==> src/rtl/div_iter32_if.sv <==
// Divide handshake between the EX stage (master) and the iterative divider (slave).
// Groups the request operands, the start/annul controls and the registered result.
interface div_iter32_if;
    logic        signed_div_i;  // 1 = signed DIV, 0 = unsigned DIVU
    logic [31:0] opdata1_i;     // dividend
    logic [31:0] opdata2_i;     // divisor
    logic        start_i;       // request, held until ready_o is seen
    logic        annul_i;       // abort the in-flight divide
    logic [63:0] result_o;      // {remainder, quotient}
    logic        ready_o;       // result valid

    // EX side: drives the request, consumes the result.
    modport master (
        output signed_div_i,
        output opdata1_i,
        output opdata2_i,
        output start_i,
        output annul_i,
        input  result_o,
        input  ready_o
    );

    // Divider side: consumes the request, produces the result.
    modport slave (
        input  signed_div_i,
        input  opdata1_i,
        input  opdata2_i,
        input  start_i,
        input  annul_i,
        output result_o,
        output ready_o
    );
endinterface

==> src/rtl/div_iter32.sv <==
// Iterative 32-bit integer divider for the EX-stage DIV/DIVU path.
// Restoring shift-subtract, one quotient bit per cycle, 32 iterations.
// result_o = {remainder, quotient}; quotient truncates toward zero and the
// remainder takes the dividend's sign in signed mode.
// Optional feature: define DIV_FAST_SMALL_EN to finish in one cycle when
// |dividend| < |divisor| (result is quotient 0, remainder = raw dividend).
module div_iter32 (
    input  logic         clk,
    input  logic         rst,
    div_iter32_if.slave  div_if
);

    typedef enum logic [1:0] {
        FREE,    // idle, waiting for an accepted request
        BYZERO,  // one-cycle short path (zero divisor, or small dividend)
        ON,      // shift-subtract iterations
        END      // result presented until start_i drops
    } state_t;

    state_t      state_q, state_d;
    logic [5:0]  cnt_q, cnt_d;
    logic [64:0] work_q, work_d;
    logic [31:0] divisor_q, divisor_d;
    logic        neg_quot_q, neg_quot_d;
    logic        neg_rem_q, neg_rem_d;
    logic [63:0] result_q, result_d;
    logic        ready_q, ready_d;
`ifdef DIV_FAST_SMALL_EN
    logic        small_q, small_d;
`endif

    // Operand magnitudes, evaluated only at accept time.
    logic        accept;
    logic        a_neg, b_neg;
    logic [31:0] abs_a, abs_b;

    assign accept = div_if.start_i && !div_if.annul_i;
    assign a_neg  = div_if.signed_div_i && div_if.opdata1_i[31];
    assign b_neg  = div_if.signed_div_i && div_if.opdata2_i[31];
    assign abs_a  = a_neg ? (~div_if.opdata1_i + 32'd1) : div_if.opdata1_i;
    assign abs_b  = b_neg ? (~div_if.opdata2_i + 32'd1) : div_if.opdata2_i;

    // One restoring step: trial-subtract the divisor from the partial
    // remainder extended by the next dividend bit.
    logic [32:0] diff;
    logic [64:0] work_step;
    logic [31:0] quot_raw, rem_raw;
    logic [31:0] quot_fix, rem_fix;

    assign diff      = work_q[63:31] - {1'b0, divisor_q};
    assign work_step = diff[32] ? (work_q << 1)
                                : {1'b0, diff[31:0], work_q[30:0], 1'b1};
    assign quot_raw  = work_step[31:0];
    assign rem_raw   = work_step[63:32];
    assign quot_fix  = neg_quot_q ? (~quot_raw + 32'd1) : quot_raw;
    assign rem_fix   = neg_rem_q  ? (~rem_raw  + 32'd1) : rem_raw;

    // Next-state, datapath and output decode for the divider FSM.
    always_comb begin
        // NOTE: every variable gets a default before the case so that no
        // path leaves it unassigned; otherwise synthesis infers a latch.
        state_d    = state_q;
        cnt_d      = cnt_q;
        work_d     = work_q;
        divisor_d  = divisor_q;
        neg_quot_d = neg_quot_q;
        neg_rem_d  = neg_rem_q;
        result_d   = result_q;
        ready_d    = ready_q;
`ifdef DIV_FAST_SMALL_EN
        small_d    = small_q;
`endif

        case (state_q)
            FREE: begin
                ready_d  = 1'b0;
                result_d = 64'd0;
                if (accept) begin
                    neg_quot_d = a_neg ^ b_neg;
                    neg_rem_d  = a_neg;
                    divisor_d  = abs_b;
`ifdef DIV_FAST_SMALL_EN
                    small_d    = 1'b0;
`endif
                    if (div_if.opdata2_i == 32'd0) begin
                        state_d = BYZERO;
                    end
`ifdef DIV_FAST_SMALL_EN
                    else if (abs_a < abs_b) begin
                        // Quotient is 0; the raw dividend is the remainder
                        // and is parked in the work register for one cycle.
                        small_d = 1'b1;
                        work_d  = {33'd0, div_if.opdata1_i};
                        state_d = BYZERO;
                    end
`endif
                    else begin
                        cnt_d   = 6'd0;
                        work_d  = {33'd0, abs_a};
                        state_d = ON;
                    end
                end
            end

            BYZERO: begin
                if (div_if.annul_i) begin
                    state_d  = FREE;
                    ready_d  = 1'b0;
                    result_d = 64'd0;
                end else begin
                    state_d  = END;
                    ready_d  = 1'b1;
`ifdef DIV_FAST_SMALL_EN
                    result_d = small_q ? {work_q[31:0], 32'd0} : 64'd0;
`else
                    result_d = 64'd0;
`endif
                end
            end

            ON: begin
                if (div_if.annul_i) begin
                    // Annul wins even on the final iteration.
                    state_d  = FREE;
                    ready_d  = 1'b0;
                    result_d = 64'd0;
                end else begin
                    work_d = work_step;
                    cnt_d  = cnt_q + 6'd1;
                    if (cnt_q == 6'd31) begin
                        state_d  = END;
                        ready_d  = 1'b1;
                        result_d = {rem_fix, quot_fix};
                    end
                end
            end

            END: begin
                ready_d = 1'b1;
                if (!div_if.start_i) begin
                    state_d  = FREE;
                    ready_d  = 1'b0;
                    result_d = 64'd0;
                end
            end

            default: begin
                state_d  = FREE;
                ready_d  = 1'b0;
                result_d = 64'd0;
            end
        endcase
    end

    // State and datapath registers with synchronous reset.
    always_ff @(posedge clk) begin
        // NOTE: sequential state uses non-blocking assignments so all
        // registers update together from their pre-edge values.
        if (rst) begin
            // NOTE: the work register and operand state are reset too, so a
            // reset mid-divide leaves no stale partial result behind.
            state_q    <= FREE;
            cnt_q      <= 6'd0;
            work_q     <= 65'd0;
            divisor_q  <= 32'd0;
            neg_quot_q <= 1'b0;
            neg_rem_q  <= 1'b0;
            result_q   <= 64'd0;
            ready_q    <= 1'b0;
`ifdef DIV_FAST_SMALL_EN
            small_q    <= 1'b0;
`endif
        end else begin
            state_q    <= state_d;
            cnt_q      <= cnt_d;
            work_q     <= work_d;
            divisor_q  <= divisor_d;
            neg_quot_q <= neg_quot_d;
            neg_rem_q  <= neg_rem_d;
            result_q   <= result_d;
            ready_q    <= ready_d;
`ifdef DIV_FAST_SMALL_EN
            small_q    <= small_d;
`endif
        end
    end

    assign div_if.result_o = result_q;
    assign div_if.ready_o  = ready_q;

endmodule

==> src/flat_wrapper.sv <==
// flat-port wrapper written by rule: the top's interface ports become plain ports
module div_iter32_flat 
  (clk, rst, div_if_signed_div_i, div_if_opdata1_i, div_if_opdata2_i, div_if_start_i, div_if_annul_i, div_if_result_o, div_if_ready_o);
  div_iter32_if div_if_i ();
  input  logic clk;
  input  logic rst;
  input wire logic [$bits(div_if_i.signed_div_i)-1:0] div_if_signed_div_i;
  input wire logic [$bits(div_if_i.opdata1_i)-1:0] div_if_opdata1_i;
  input wire logic [$bits(div_if_i.opdata2_i)-1:0] div_if_opdata2_i;
  input wire logic [$bits(div_if_i.start_i)-1:0] div_if_start_i;
  input wire logic [$bits(div_if_i.annul_i)-1:0] div_if_annul_i;
  output wire logic [$bits(div_if_i.result_o)-1:0] div_if_result_o;
  output wire logic [$bits(div_if_i.ready_o)-1:0] div_if_ready_o;
  assign div_if_i.signed_div_i = div_if_signed_div_i;
  assign div_if_i.opdata1_i = div_if_opdata1_i;
  assign div_if_i.opdata2_i = div_if_opdata2_i;
  assign div_if_i.start_i = div_if_start_i;
  assign div_if_i.annul_i = div_if_annul_i;
  assign div_if_result_o = div_if_i.result_o;
  assign div_if_ready_o = div_if_i.ready_o;
  div_iter32 u_core (.clk(clk), .rst(rst), .div_if(div_if_i));
endmodule
==> config.mk <==
export PLATFORM = sky130hd
export DESIGN_NAME = div_iter32_flat
export DESIGN_NICKNAME = d
export VERILOG_FILES = /design/src/rtl/div_iter32_if.sv /design/src/rtl/div_iter32.sv /design/src/flat_wrapper.sv
export SDC_FILE = /design/constraint.sdc
export NUM_CORES = 1
export LEC_CHECK = 0
export CORE_MARGIN = 2
export CORE_UTILIZATION = 56
export DETAILED_ROUTE_END_ITERATION = 10
export DONT_BUFFER_PORTS = 1
export GPL_TIMING_DRIVEN = 0
export PLACE_DENSITY = 0.82
export SLEW_MARGIN = 20
export SYNTH_ARGS = -nofsm -noshare
export SYNTH_HDL_FRONTEND = slang
export SYNTH_SLANG_ARGS = --single-unit
export TNS_END_PERCENT = 20
==> constraint.sdc <==
create_clock -name clk -period 7.8 [get_ports clk]
set_clock_uncertainty 0.1 [all_clocks]
set_input_delay 1.17 -clock clk [delete_from_list [all_inputs] [get_ports clk]]
set_output_delay 1.17 -clock clk [all_outputs]
set_load 0.02 [all_outputs]
**After elaboration in Yosys (flattened, before gate mapping)**

Index checks and enable logic that the tools add are counted.
W data, S select, Z words.

- Bits of input ports: 69
- Bits in registers: 171
- Output and inout bits: 65
- Word-level logic and storage cells: 69

- Bitwise gates (word level): 5
- Muxes and demuxes: 29
- Equality and inequality tests: 9
- Reduce and logical (&&, ||, !) cells: 12
- Add/subtract/negate cells: 6

Operators with widths:

| kind | count |
|---|---|
| $mux W64 | 7 |
| $pmux W64 S3 | 1 |
| $add A32 B1 Y32 const B | 4 |
| $mux W32 | 4 |
| $not A32 Y32 | 4 |
| $pmux W64 S2 | 1 |
| $sub A33 B32 Y33 | 1 |
| $logic_not A32 Y1 | 1 |
| $mux W6 | 3 |
| $mux W2 | 6 |
| $pmux W6 S2 | 1 |
| $pmux W2 S4 | 1 |
| $add A6 B1 Y6 const B | 1 |
| $eq A6 B5 Y1 const B | 1 |
| $ne A2 B2 Y1 const B | 3 |
| $eq A2 B2 Y1 const B | 2 |
| $mux W1 | 4 |
| $pmux W1 S4 | 1 |
| $reduce_and A2 Y1 | 2 |
| $reduce_and A4 Y1 | 1 |
| $logic_and A1 B1 Y1 | 3 |
| $ne A3 B2 Y1 const B | 1 |
| $reduce_and A3 Y1 | 1 |
| $eq A2 B1 Y1 const B | 1 |
| other kinds (6) | 6 |

**Longest topological paths before layout**

- Word-level depth: 8
- Gate-level depth with buffers: 26
- Mapped depth without buffers: 23

**Least setup slack after synthesis**

OpenSTA, ideal clock, no wires.

- Kind: reg2reg
- Start point: register u_core.work_q[31]
- End point: register u_core.result_q[62], in the netlist u_core.div_if.result_o[62]
- Setup time: 0.126 ns
- Setup slack: 2.835 ns
- Path buffers: 4
- Clock period less this slack: 4.965 ns
- Data arrival time: 4.739 ns
- Stages on the path, launching flop included: 25
- Data required time: 7.574 ns
- Cells stage by stage: dfxtp_1 > inv_1 > ha_1 > inv_1 > fa_1 > a211oi_4 > o211ai_2 > a211o_1 > nand3_1 > and4_4 > buf_6 > buf_2 > buf_2 > buf_2 > mux2i_1 > ha_1 > nor3b_1 > nand2_1 > a41oi_1 > a41oi_1 > nor3_4 > nand2_2 > o41ai_2 > xor2_1 > o21ai_1

- Longest elaborated chain between the ends: 8

RTL lines:

| item | RTL line | RTL |
|---|---|---|
| start, declared | div_iter32.sv:22 | `logic [64:0] work_q, work_d;` |
| start signal, assigned | div_iter32.sv:176 | `work_q <= work_d;` |
| $sub A33 B32 Y33 | div_iter32.sv:50 | `assign diff = work_q[63:31] - {1'b0, divisor_q};` |
| $mux W64 (*) | div_iter32.sv:51 | `assign work_step = diff[32] ? (work_q << 1)` |
| $not A32 Y32 | div_iter32.sv:56 | `assign rem_fix = neg_rem_q ? (~rem_raw + 32'd1) : rem_raw;` |
| $add A32 B1 Y32 | div_iter32.sv:56 |  |
| $mux W32 (*) | div_iter32.sv:56 |  |
| $mux W64 (*) | div_iter32.sv:130 | `if (cnt_q == 6'd31) begin` |
| $mux W64 (*) | div_iter32.sv:122 | `if (div_if.annul_i) begin` |
| $pmux W64 S3 (*) | div_iter32.sv:74 | `case (state_q)` |
| end signal, assigned | div_iter32.sv:180 | `result_q <= result_d;` |
| end, declared | div_iter32.sv:26 | `logic [63:0] result_q, result_d;` |

Mark *: on every way between the ends. The rest lies on a longest branch, timed or not. The select of a mux whose other input is x is not followed.
A chain may end at the register's enable or synchronous reset.

**Worst setup path after layout**

Same ends and word-level chain as after synthesis.

==> results_dict.tcl <==
set metrics [dict create \
    cp-start-kind "register" \
    worst-endpoint-arrival_ns 6.94 \
    global_route_wire_length_before_repair_um 59400 \
    share_of_total_power_consumed_by_net_switching 0.438 \
    worst-slew-pin-transition_ns 0.991 \
    switchingPower_w 0.00146 \
    detailed_place_hpwl_um 30000 \
    grtUsageTotal 0.342 \
    category_of_the_worst_setup_path_capture_point "register" \
    synthDominantCellAreaShare 0.293 \
    worstRegToRegCells 23 \
    area_growth_pct 8.33 \
    post_synthesis_simple_gate_area_fraction 0.229 \
    post_synth_xor_area_fraction 0.0990 \
    setup_viol_count_final 0 \
    start_util 0.573 \
    synth-async-reset-ratio 0 \
    pin_count_of_the_biggest_net_entering_global_routing 21 \
    holdBufCountCts 0 \
    netlist_top_cells_area "sky130_fd_sc_hd__dfxtp_1 29%, sky130_fd_sc_hd__nand2_1 6.9%, sky130_fd_sc_hd__xnor2_1 5.6%" \
    final-max-slew-violation-count 0 \
    remaining_drc_errors 0 \
    p_clk_frac 0.273 \
    wirelength_um 38200 \
    postRouteAntennaNets 0 \
    p_comb_frac 0.417 \
    regToRegStartpoint "u_core.work_q[31]" \
    critical_path.endpoint "u_core.div_if.result_o[62]" \
    power.static_leakage_nw 4.60 \
    cts_post_setup_buffers_inserted 0 \
    drt-pass1-iter-count 6 \
    slew_headroom 0.334 \
    distinct_cells_synth 80 \
    core-area_um2 20400 \
    worst_ir_drop_vdd_v 0.000155 \
    total_congestion_overflow_after_global_routing 0 \
    outcome "complete, no violations" \
    total_power_w 0.00333 \
    rsz0062_at_grt "no" \
    hold_path.class "reg -> reg" \
    layout.cells.non_filler 1865 \
    vias_in_the_first_global_route 11100 \
    sequential_share_of_the_synthesized_area 0.293 \
    diodes 0 \
    timing.max_cap.violations 0 \
    synthCells 1563 \
    vias_per_cell 6.40 \
    synthMuxAreaShare 0.0277 \
    fraction_of_layout_instances_using_a_drive_strength_above_1 0.0464 \
    holdPathStages 2 \
    numClockSinks 171 \
    routed-via-count 11900 \
    numCtsBuffers 17 \
    maximum_operating_frequency_mhz 149 \
    placed_cells_incl_taps 1833 \
    setup.worst_path.start "u_core.work_q[31]" \
    main_combinational_cell_family_by_area_after_synthesis "compound AO/OA/AOI/OAI gates" \
    placement_rows 52 \
    antenna_violations_before_repair 1 \
    wl_per_cell_um 20.5 \
    dieArea_um2 22000 \
    synth_compound_gate_area_share 0.257 \
    synth_nets 1673 \
    internal_power_w 0.00188 \
    globalplace.congestion 1.00 \
    drtIter0Drc 1102 \
    postSynthRegisterBits 171 \
    yosys_warnings 0 \
    cts.reportedPaths.clkPinSlew_ns 0.08 \
    clock_path_buffers 2 \
    io-pin-count 134 \
    synth_edf_count 0 \
    timing.final.hold_violations 0 \
    synth_top_cell_by_area "sky130_fd_sc_hd__dfxtp_1" \
    timing.setup.tns_ns 0 \
    dominantRegCellSynth "sky130_fd_sc_hd__dfxtp_1" \
    cts_tree "built" \
    timing.critical_path.required_ns 8.02 \
    regToRegEndpoint "u_core.div_if.result_o[62]" \
    cts_resized 0 \
    design.final.nets 1692 \
    chipWidth_um 148 \
    critical_path_class "reg -> reg" \
    r2r_slack_ns 1.07 \
    power_density_nw_per_um2 264 \
    latest_clock_arrival_within_the_worst_skew_pair_ns 0.44 \
    post-route-min-period_ns 6.73 \
    seqPwrFrac 0.310 \
    crit_path_max_fanout 10 \
    fin_crit_sh 0.862 \
    layout.cells.most_common_list "214 x sky130_fd_sc_hd__nand2_1, 171 x sky130_fd_sc_hd__dfxtp_1, 156 x sky130_fd_sc_hd__nor2_1" \
    root_buffer "sky130_fd_sc_hd__clkbuf_16" \
    postSynthAreaPerCell_um2 7.47 \
    die_height_um 148 \
    place.port_buffers 0 \
    yosys.area_share.adder 0.0446 \
    mappedNetlistArea_um2 11700 \
    cts_max_level 4 \
    layout.cells.most_common "sky130_fd_sc_hd__nand2_1" \
]
==> power by group through the flow <==
stage               clock network, W  registers (W)  logic [W]
floorplan                          0        0.00102   0.000998
global placement                   0        0.00104    0.00131
detailed placement                 0        0.00105    0.00134
CTS                         0.000910        0.00103    0.00135
global route                0.000945        0.00104    0.00151
finish                      0.000910        0.00103    0.00139
==> per-stage QoR <==
step	utilization	cell area [µm²]	hold WS, ns	setup slack (ns)
global placement	0.590	12000	0.341	1.41
global route	0.621	12600	0.387	0.837
CTS	0.621	12600	0.352	1.25
floorplan	-	11700	0.332	2.84
detailed placement	0.590	12000	0.344	1.35
finish	0.621	12600	0.354	1.07
==> cell usage after synthesis (18+ instances only) <==
cell                       number
sky130_fd_sc_hd__a211oi_1      33
sky130_fd_sc_hd__a21oi_1      121
sky130_fd_sc_hd__a22oi_1       48
sky130_fd_sc_hd__and2_1        21
sky130_fd_sc_hd__clkbuf_1      78
sky130_fd_sc_hd__dfxtp_1      171
sky130_fd_sc_hd__ha_1          40
sky130_fd_sc_hd__inv_1         57
sky130_fd_sc_hd__mux2i_1       18
sky130_fd_sc_hd__nand2_1      214
sky130_fd_sc_hd__nand3_1       19
sky130_fd_sc_hd__nor2_1       156
sky130_fd_sc_hd__nor3_1        38
sky130_fd_sc_hd__o21ai_0      117
sky130_fd_sc_hd__o21ai_1       18
sky130_fd_sc_hd__o31ai_1       20
sky130_fd_sc_hd__or3_1         28
sky130_fd_sc_hd__xnor2_1       75
sky130_fd_sc_hd__xor2_1        57
==> worst max-delay path: stages (launching register included) <==
cell and delay (ns):
sky130_fd_sc_hd__dfxtp_1 0.33, sky130_fd_sc_hd__inv_1 0.09, sky130_fd_sc_hd__ha_1 0.21, sky130_fd_sc_hd__inv_1 0.07, sky130_fd_sc_hd__fa_1 0.44, sky130_fd_sc_hd__a211oi_4 0.37, sky130_fd_sc_hd__o211ai_2 0.20, sky130_fd_sc_hd__a211o_1 0.33
sky130_fd_sc_hd__a211o_1 0.29, sky130_fd_sc_hd__and4_4 0.19, sky130_fd_sc_hd__buf_6 0.14, sky130_fd_sc_hd__clkinv_4 0.10, sky130_fd_sc_hd__clkbuf_1 0.55, sky130_fd_sc_hd__buf_1 0.54, sky130_fd_sc_hd__o21ai_0 0.39, sky130_fd_sc_hd__inv_1 0.13
sky130_fd_sc_hd__ha_1 0.23, sky130_fd_sc_hd__nor4b_1 0.42, sky130_fd_sc_hd__a41oi_1 0.33, sky130_fd_sc_hd__nor3_4 0.35, sky130_fd_sc_hd__nand2_2 0.13, sky130_fd_sc_hd__o41ai_2 0.40, sky130_fd_sc_hd__xor2_1 0.18, sky130_fd_sc_hd__o21ai_1 0.07
==> layout make-up <==
class | instances | area (µm²)
Multi-Input combinational cell | 1243 | 7670
Clock inverter | 15 | 209
Clock buffer | 17 | 425
Tap cell | 270 | 338
Fill cell | 1813 | 7720
Inverter | 59 | 226
Buffer | 90 | 354
Sequential cell | 171 | 3420
==> logic make-up after synthesis <==
logic type	count (synthesis)
flip-flops	171
multiplexers	30
adder cells (fa/ha/maj)	41
AO/OA/AOI/OAI	469
XOR/XNOR	132
buffers and inverters	149
AND/OR/NAND/NOR	571
==> per-layer routing <==
metal,share of wire,global-route usage
met5,0.00029,0
met1,0.42,0.461
met3,0.11,0.0914
met2,0.44,0.526
met4,0.036,0.127
==> flip-flops by register name (all words and copies together), names as in the netlist <==
| signal | cells |
|---|---|
| u_core.cnt_q | 6 |
| u_core.work_q | 64 |
| u_core.state_q | 2 |
| u_core.div_if.ready_o | 1 |
| u_core.divisor_q | 32 |
| u_core.div_if.result_o | 64 |
| u_core.neg_quot_q | 1 |
| u_core.neg_rem_q | 1 |
==> worst min path at each step <==
stage	startpoint	end	slack, ns
after floorplan	u_core.divisor_q[30]	u_core.divisor_q[30]	0.33
after global placement	u_core.divisor_q[31]	u_core.divisor_q[31]	0.34
after detailed placement	u_core.divisor_q[30]	u_core.divisor_q[30]	0.34
after CTS	u_core.divisor_q[30]	u_core.divisor_q[30]	0.35
after global routing	u_core.divisor_q[31]	u_core.divisor_q[31]	0.39
final	u_core.divisor_q[30]	u_core.divisor_q[30]	0.35
No activity file was read; power rests on OpenSTA's default activity.
